`config.mk`:
```
export PLATFORM = sky130hd
export DESIGN_NAME = codec_sample_fetcher
export DESIGN_NICKNAME = d
export VERILOG_FILES = /design/src/rtl/codec_sample_fetcher.sv
export SDC_FILE = /design/constraint.sdc
export NUM_CORES = 1
export LEC_CHECK = 0
export CAP_MARGIN = 20
export CORE_UTILIZATION = 30
export CTS_CLUSTER_SIZE = 30
export DETAILED_ROUTE_END_ITERATION = 7
export PLACE_DENSITY = 0.49
export SYNTH_ARGS = -nofsm -noshare
export SYNTH_HDL_FRONTEND = slang
export SYNTH_SLANG_ARGS = --single-unit
```
`constraint.sdc`:
```
create_clock -name clk -period 1.8 [get_ports clk]
set_clock_uncertainty 0.05 [all_clocks]
set_input_delay 0.36 -clock clk [delete_from_list [all_inputs] [get_ports clk]]
set_output_delay 0.36 -clock clk [all_outputs]
set_load 0.02 [all_outputs]
```
`src/rtl/codec_sample_fetcher.sv`:
```
// Playback sample fetcher: reads 2 (mono) or 4 (stereo) little-endian bytes per
// serializer request from the active ping-pong half and presents L/R PCM samples.
module codec_sample_fetcher #(
  parameter int BUFFER_ADDR_BITS = 9
) (
  input  logic                        clk,
  input  logic                        rst,
  output logic [BUFFER_ADDR_BITS-1:0] codec_buffer_addr_o,
  output logic                        codec_buffer_sel_o,
  input  logic [7:0]                  codec_buffer_data_i,
  input  logic                        codec_buffer_filled_i,
  output logic                        codec_buffer_empty_o,
  input  logic [7:0]                  wav_info_audio_channels_i,
  input  logic                        sample_req_i,
  output logic [15:0]                 sample_left_o,
  output logic [15:0]                 sample_right_o,
  output logic                        sample_valid_o,
  output logic                        underrun_o
);

  typedef enum logic [1:0] {
    S_IDLE   = 2'd0,
    S_FETCH  = 2'd1,
    S_LAST   = 2'd2,
    S_SILENT = 2'd3
  } state_t;

  localparam logic [BUFFER_ADDR_BITS-1:0] PTR_ONE = {{(BUFFER_ADDR_BITS-1){1'b0}}, 1'b1};
  localparam logic [BUFFER_ADDR_BITS-1:0] PTR_MAX = {BUFFER_ADDR_BITS{1'b1}};

  state_t                        state_q, state_d;
  logic [BUFFER_ADDR_BITS-1:0]   ptr_q, ptr_d;
  logic                          sel_q, sel_d;
  logic [2:0]                    cnt_q, cnt_d;
  logic                          stereo_q, stereo_d;
  logic [23:0]                   bytes_q, bytes_d;
  logic [15:0]                   left_q, left_d;
  logic [15:0]                   right_q, right_d;
  logic                          valid_q, valid_d;
  logic                          underrun_q, underrun_d;
  logic                          empty_q, empty_d;
  logic [2:0]                    last_idx_s;

  assign last_idx_s = stereo_q ? 3'd3 : 3'd1;

  // Next-state and datapath: one address per FETCH cycle; data trails it by one cycle.
  always_comb begin
    state_d    = state_q;
    ptr_d      = ptr_q;
    sel_d      = sel_q;
    cnt_d      = cnt_q;
    stereo_d   = stereo_q;
    bytes_d    = bytes_q;
    left_d     = left_q;
    right_d    = right_q;
    valid_d    = 1'b0;
    underrun_d = 1'b0;
    empty_d    = 1'b0;
    case (state_q)
      S_IDLE: begin
        if (sample_req_i) begin
          stereo_d = (wav_info_audio_channels_i != 8'd1);
          cnt_d    = 3'd0;
          state_d  = codec_buffer_filled_i ? S_FETCH : S_SILENT;
        end else begin
          state_d = S_IDLE;
        end
      end
      S_FETCH: begin
        case (cnt_q)
          3'd1:    bytes_d[7:0]   = codec_buffer_data_i;
          3'd2:    bytes_d[15:8]  = codec_buffer_data_i;
          3'd3:    bytes_d[23:16] = codec_buffer_data_i;
          default: bytes_d        = bytes_q;
        endcase
        ptr_d = ptr_q + PTR_ONE;
        cnt_d = cnt_q + 3'd1;
        // Leaving the last byte of a half hands it back to the writer.
        if (ptr_q == PTR_MAX) begin
          empty_d = 1'b1;
          sel_d   = ~sel_q;
        end else begin
          empty_d = 1'b0;
        end
        if (cnt_q == last_idx_s) begin
          state_d = S_LAST;
        end else begin
          state_d = S_FETCH;
        end
      end
      S_LAST: begin
        if (stereo_q) begin
          left_d  = bytes_q[15:0];
          right_d = {codec_buffer_data_i, bytes_q[23:16]};
        end else begin
          left_d  = {codec_buffer_data_i, bytes_q[7:0]};
          right_d = {codec_buffer_data_i, bytes_q[7:0]};
        end
        valid_d = 1'b1;
        state_d = S_IDLE;
      end
      S_SILENT: begin
        left_d     = 16'd0;
        right_d    = 16'd0;
        valid_d    = 1'b1;
        underrun_d = 1'b1;
        state_d    = S_IDLE;
      end
      default: begin
        state_d = S_IDLE;
      end
    endcase
  end

  // State and output registers with synchronous reset.
  always_ff @(posedge clk) begin
    if (rst) begin
      state_q    <= S_IDLE;
      ptr_q      <= '0;
      sel_q      <= 1'b0;
      cnt_q      <= 3'd0;
      stereo_q   <= 1'b0;
      bytes_q    <= 24'd0;
      left_q     <= 16'd0;
      right_q    <= 16'd0;
      valid_q    <= 1'b0;
      underrun_q <= 1'b0;
      empty_q    <= 1'b0;
    end else begin
      state_q    <= state_d;
      ptr_q      <= ptr_d;
      sel_q      <= sel_d;
      cnt_q      <= cnt_d;
      stereo_q   <= stereo_d;
      bytes_q    <= bytes_d;
      left_q     <= left_d;
      right_q    <= right_d;
      valid_q    <= valid_d;
      underrun_q <= underrun_d;
      empty_q    <= empty_d;
    end
  end

  assign codec_buffer_addr_o  = ptr_q;
  assign codec_buffer_sel_o   = sel_q;
  assign codec_buffer_empty_o = empty_q;
  assign sample_left_o        = left_q;
  assign sample_right_o       = right_q;
  assign sample_valid_o       = valid_q;
  assign underrun_o           = underrun_q;

endmodule

```
# [Yosys cells after proc, flatten, opt, wreduce, memory -nomap -nowiden]
# Index checks and enable logic that the tools add are counted.
[word_totals] regBits=75 inputBits=20 out_inout_bits=45 elab_cells=52
[classes] addsub=2 eq_ne=10 muxes=14 n_bitwise=2 reduce_logical=11
[op_table] op="16-bit case mux with 2 select lines" n=2
[op_table] op="16-bit 2-to-1 mux" n=1
[op_table] op="2-bit AND reduction" n=6
[op_table] op="9-bit by 1-bit adder with 9-bit output (second input constant)" n=1
[op_table] op="9-bit == test (second input constant)" n=1
[op_table] op="2-bit 2-to-1 mux" n=4
[op_table] op="8-bit 2-to-1 mux" n=1
[op_table] op="8-bit by 1-bit != test with 1-bit output (second input constant)" n=1
[op_table] op="3-bit by 2-bit == test with 1-bit output (second input constant)" n=2
[op_table] op="2-bit case mux with 3 select lines" n=1
[op_table] op="3-bit case mux with 2 select lines" n=1
[op_table] op="2-bit == test (second input constant)" n=2
[op_table] op="2-bit nonzero test" n=2
[op_table] op="2-bit OR reduction" n=2
[op_table] op="3-bit by 1-bit adder with 3-bit output (second input constant)" n=1
[op_table] op="3-bit by 1-bit == test with 1-bit output (second input constant)" n=1
[op_table] op="3-bit by 2-bit == test with 1-bit output" n=1
[op_table] op="1-bit 2-to-1 mux" n=3
[op_table] op="3-bit 2-to-1 mux" n=1
[op_table] op="2-bit by 1-bit == test with 1-bit output (second input constant)" n=1
[op_table] op="2-bit logical NOT" n=1
[op_table] op="2-bit != test (second input constant)" n=1
[op_table] op="1-bit NOT" n=2

# [Logic depth before layout (Yosys ltp)]
[depth] ltp_word=4 mapped_depth=7 mapped_depth_nobuf=7

# [Worst setup path after synthesis]
# Ideal clock, no wire load.
[synth_path] path_kind="flip-flop to flip-flop" start="register ptr_q[0] (netlist: codec_buffer_addr_o[0])" end="register sel_q (netlist: codec_buffer_sel_o)" setup_ns=0.128 arrival_ns=1.351 required_ns=1.622 slack_ns=0.271 path_stages_with_launch=8 path_buffers=0 period_less_slack_ns=1.529 cell_sequence="dfxtp_1 > ha_1 > nand3_1 > nor2_1 > ha_1 > nand3b_1 > xor2_1 > nor2_1"
[synth_between] elab_chain_len=2
[synth_lines] item="start, declared" line="32" text="logic [BUFFER_ADDR_BITS-1:0] ptr_q, ptr_d;"
[synth_lines] item="start signal, assigned" line="131" text="ptr_q <= ptr_d;"
[synth_lines] item="9-bit == test" line="79" text="if (ptr_q == PTR_MAX) begin"
[synth_lines] item="2-bit AND reduction (no source line)"
[synth_lines] item="end signal, assigned" line="132" text="sel_q <= sel_d;"
[synth_lines] item="end, declared" line="33" text="logic sel_q, sel_d;"
# Every way passes these cells.
# A chain may end at the register's enable or synchronous reset.

# [Worst setup path after layout]
[layout_path] start="register right_q[1] (netlist: sample_right_o[1])" end="output port sample_right_o[1]"
[layout_lines] item="start, declared" line="38" text="logic [15:0] right_q, right_d;"
[layout_lines] item="start signal, assigned" line="137" text="right_q <= right_d;"
[layout_lines] item="end, declared" line="16" text="output logic [15:0] sample_right_o,"
# No word-level cell between the ends.

==> run metrics <==
Root Buffer clkbuf_8; Worst-Skew Late Latency 0.35 ns; mean number of vias per cell 4.54; DR iter-0 viols 116; vias 2457; flops & latches, synth 75; Crit path max-delay family buffers and inverters; initial antenna violation count 0; vias in the first global route 2244; Nets 426; post-route clock period utilization 96.4%; Worst Path Max Fanout 2; M1 GR Usage 20.4%; RSZ-0062 raised after global routing no; TNS Setup 0 ns; met3 usage 4.82%; row count 37; clock sinks 75; sw power 0.921 mW; Max VDD drop 0.000286 V; worst-margin pin slew 0.710 ns; largest net degree at the start of global routing 39; static leakage 1.69 nW; area share of the largest cell type after synthesis 46.5%; CP cell instances clkdlybuf4s50_1; CTS Hold Bufs 0; drt pass-1 iters 6; Max Clk Rate 577 MHz; switching share of power 27.7%; maximum clock insertion buffer count 2; post-detailed-placement half-perimeter wirelength 4990 um; number of port buffers 64; final core utilization 40.9%; Wirelength per Cell 13.3 um; R2R cell count 7; CTS tree built; post-synth top area cell dfxtp_1; GRT Total Usage 13.6%; Placed Cells 525; Ys Warns 0; GPL Wtd Cong 0.671; kind of start point of the critical path register; hold depth 2; max-slew violations 0; DRC 0; largest cells by area after synthesis dfxtp_1 (46%), mux2i_1 (7.4%), a21oi_1 (6.2%); total CTS buffers 9; min-delay worst type in -> reg; Tmin final 1.73 ns; Syn Area/Cell 9.67 um^2; Non-Filler Instances 541; WP data required 1.39 ns; Area after DPL 4050 um^2; Worst path depth 1; Die X 106 um; Setup CP Type reg -> out; wire length of the first global-routing pass 11700 um; IO Count 65; Overflow after GRT 0; clock-pin slew on the worst setup and hold paths 0.09 ns; initial core utilization 31.1%; pwr dens 784 nW/um^2; clock power share 36.8%; Cell Area, Synth 3230 um^2; Final Cell Area 4240 um^2; Post-synth EDFFs 0; busiest grt layer met1; Slew headroom 52.5%; Die H 106 um; Area growth syn-to-layout 31.3%; Post-synth ARST share 0%; number of routed nets with antenna violations 0; setup violators final 0; max cap viols 0; H-tree depth 3; CP max stage cell clkdlybuf4s50_1; Gate Count Post-Synth 334; final WL 7200 um; Flop pwr share 51.6%; status finished clean; PnR worst setup slack 0.0656 ns; # diodes 0; CP max stage delay 0.61 ns; worst path buffer plus inverter count 1; CORE AREA 10400 um^2; Die ar. 11200 um^2; Final Hold Fails 0; Pint 2.40 mW; met2 GRT Util 17.6%; register area share after synthesis 46.5%; share of layout cells above drive strength 1 14.6%; Critical Path End Type output port; Gate power share 11.7%; syn nets 360; ys flop type dfxtp_1; Yosys cell types 37; Placement Setup Slack 0.00814 ns; critical path arrival 1.32 ns
-- state kept, by name, indices dropped and copies added, names as in the netlist --
signal                cells
underrun_o                1
codec_buffer_sel_o        1
cnt_q                     3
sample_left_o            16
sample_right_o           16
codec_buffer_empty_o      1
sample_valid_o            1
codec_buffer_addr_o       9
bytes_q                  24
stereo_q                  1
state_q                   2
-- synth_stat cells (2+ instances only) --
cell type / n
a21oi_1: 40
a2bb2oi_1: 2
buf_2: 8
buf_4: 2
buf_6: 3
clkbuf_1: 12
dfxtp_1: 75
ha_1: 6
inv_1: 5
mux2_2: 16
mux2i_1: 24
nand2_1: 5
nand2b_1: 18
nand3_1: 2
nand3b_1: 19
nor2_1: 49
nor2b_1: 19
o21ai_0: 4
o31ai_1: 2
or3_1: 3
or4_1: 2
xor2_1: 3
-- power by group through the flow --
stage	Sequential (mW)	Clock, mW	Combinational [mW]
after floorplan	1.77	0	0.222
final	1.71	1.22	0.387
after detailed placement	1.75	0	0.396
after global routing	1.72	1.36	0.420
after CTS	1.71	1.27	0.393
after global placement	1.75	0	0.392
-- routing by layer --
metal	up-vias	wire length, um
li1	1265	-
met1	1129	4040
met2	56	2790
met3	7	293
met4	0	78
met5	-	0
-- logic make-up (layout without fill, tap and decap cells) --
kind of cell / count (synthesis) / count (layout) / synth area share (%)
and+or+nand+nor: 127 / 127 / 23.3
muxes: 40 / 40 / 13.0
DFF: 75 / 75 / 46.5
buffers and inverters: 30 / 101 / 4.73
adders and majority gates: 6 / 6 / 2.32
AOI/OAI and AO/OA: 52 / 52 / 9.07
xor gates and xnor gates: 4 / 4 / 1.09
-- layout by cell type, fill, tap and decap left out, types with 2 or more instances in the layout --
cell	count
a21oi_1	40
a2bb2oi_1	2
buf_12	2
buf_4	14
clkbuf_8	9
clkdlybuf4s50_1	53
dfxtp_1	74
dlygate4sd2_1	5
dlymetal6s2s_1	5
ha_1	6
inv_1	5
inv_6	5
mux2_2	16
mux2i_1	24
nand2_1	5
nand2b_1	18
nand3_1	2
nand3b_1	19
nor2_1	49
nor2b_1	19
o21ai_0	4
o31ai_1	2
or3_1	3
or4_1	2
xor2_1	3
-- final timing paths --
path / from / endpoint / slack [ns]
max reg2reg: codec_buffer_addr_o[0] / codec_buffer_sel_o / 0.27
min reg2reg: sample_left_o[4] / sample_left_o[4] / 0.42
max: sample_right_o[1] / sample_right_o[1] / 0.07
min: rst / codec_buffer_empty_o / 0.40
-- final cells by class --
class	count	area [um^2]
fillers	1071	6130
multi-input cells	229	1580
flip-flops and latches	75	1500
repair buffers	80	787
inverters	5	18.8
clock buffers	9	124
clock inverters	7	56.3
well taps	136	170
-- repair_timing --
item,4_1_cts,5_1_grt
gates resized for setup,5,5
setup buffers,0,0
gates cloned,0,0
endpoints found under the setup margin,5,5
-- metrics by stage --
| step | power [mW] | hold slack [ns] |
|---|---|---|
| 2_1_floorplan | 1.99 | 0.389 |
| 3_3_place_gp | 2.14 | 0.411 |
| 3_5_place_dp | 2.15 | 0.410 |
| 4_1_cts | 3.38 | 0.399 |
| 5_1_grt | 3.49 | 0.403 |
| 6_report | 3.32 | 0.398 |
No activity file was read; power rests on OpenSTA's default activity.
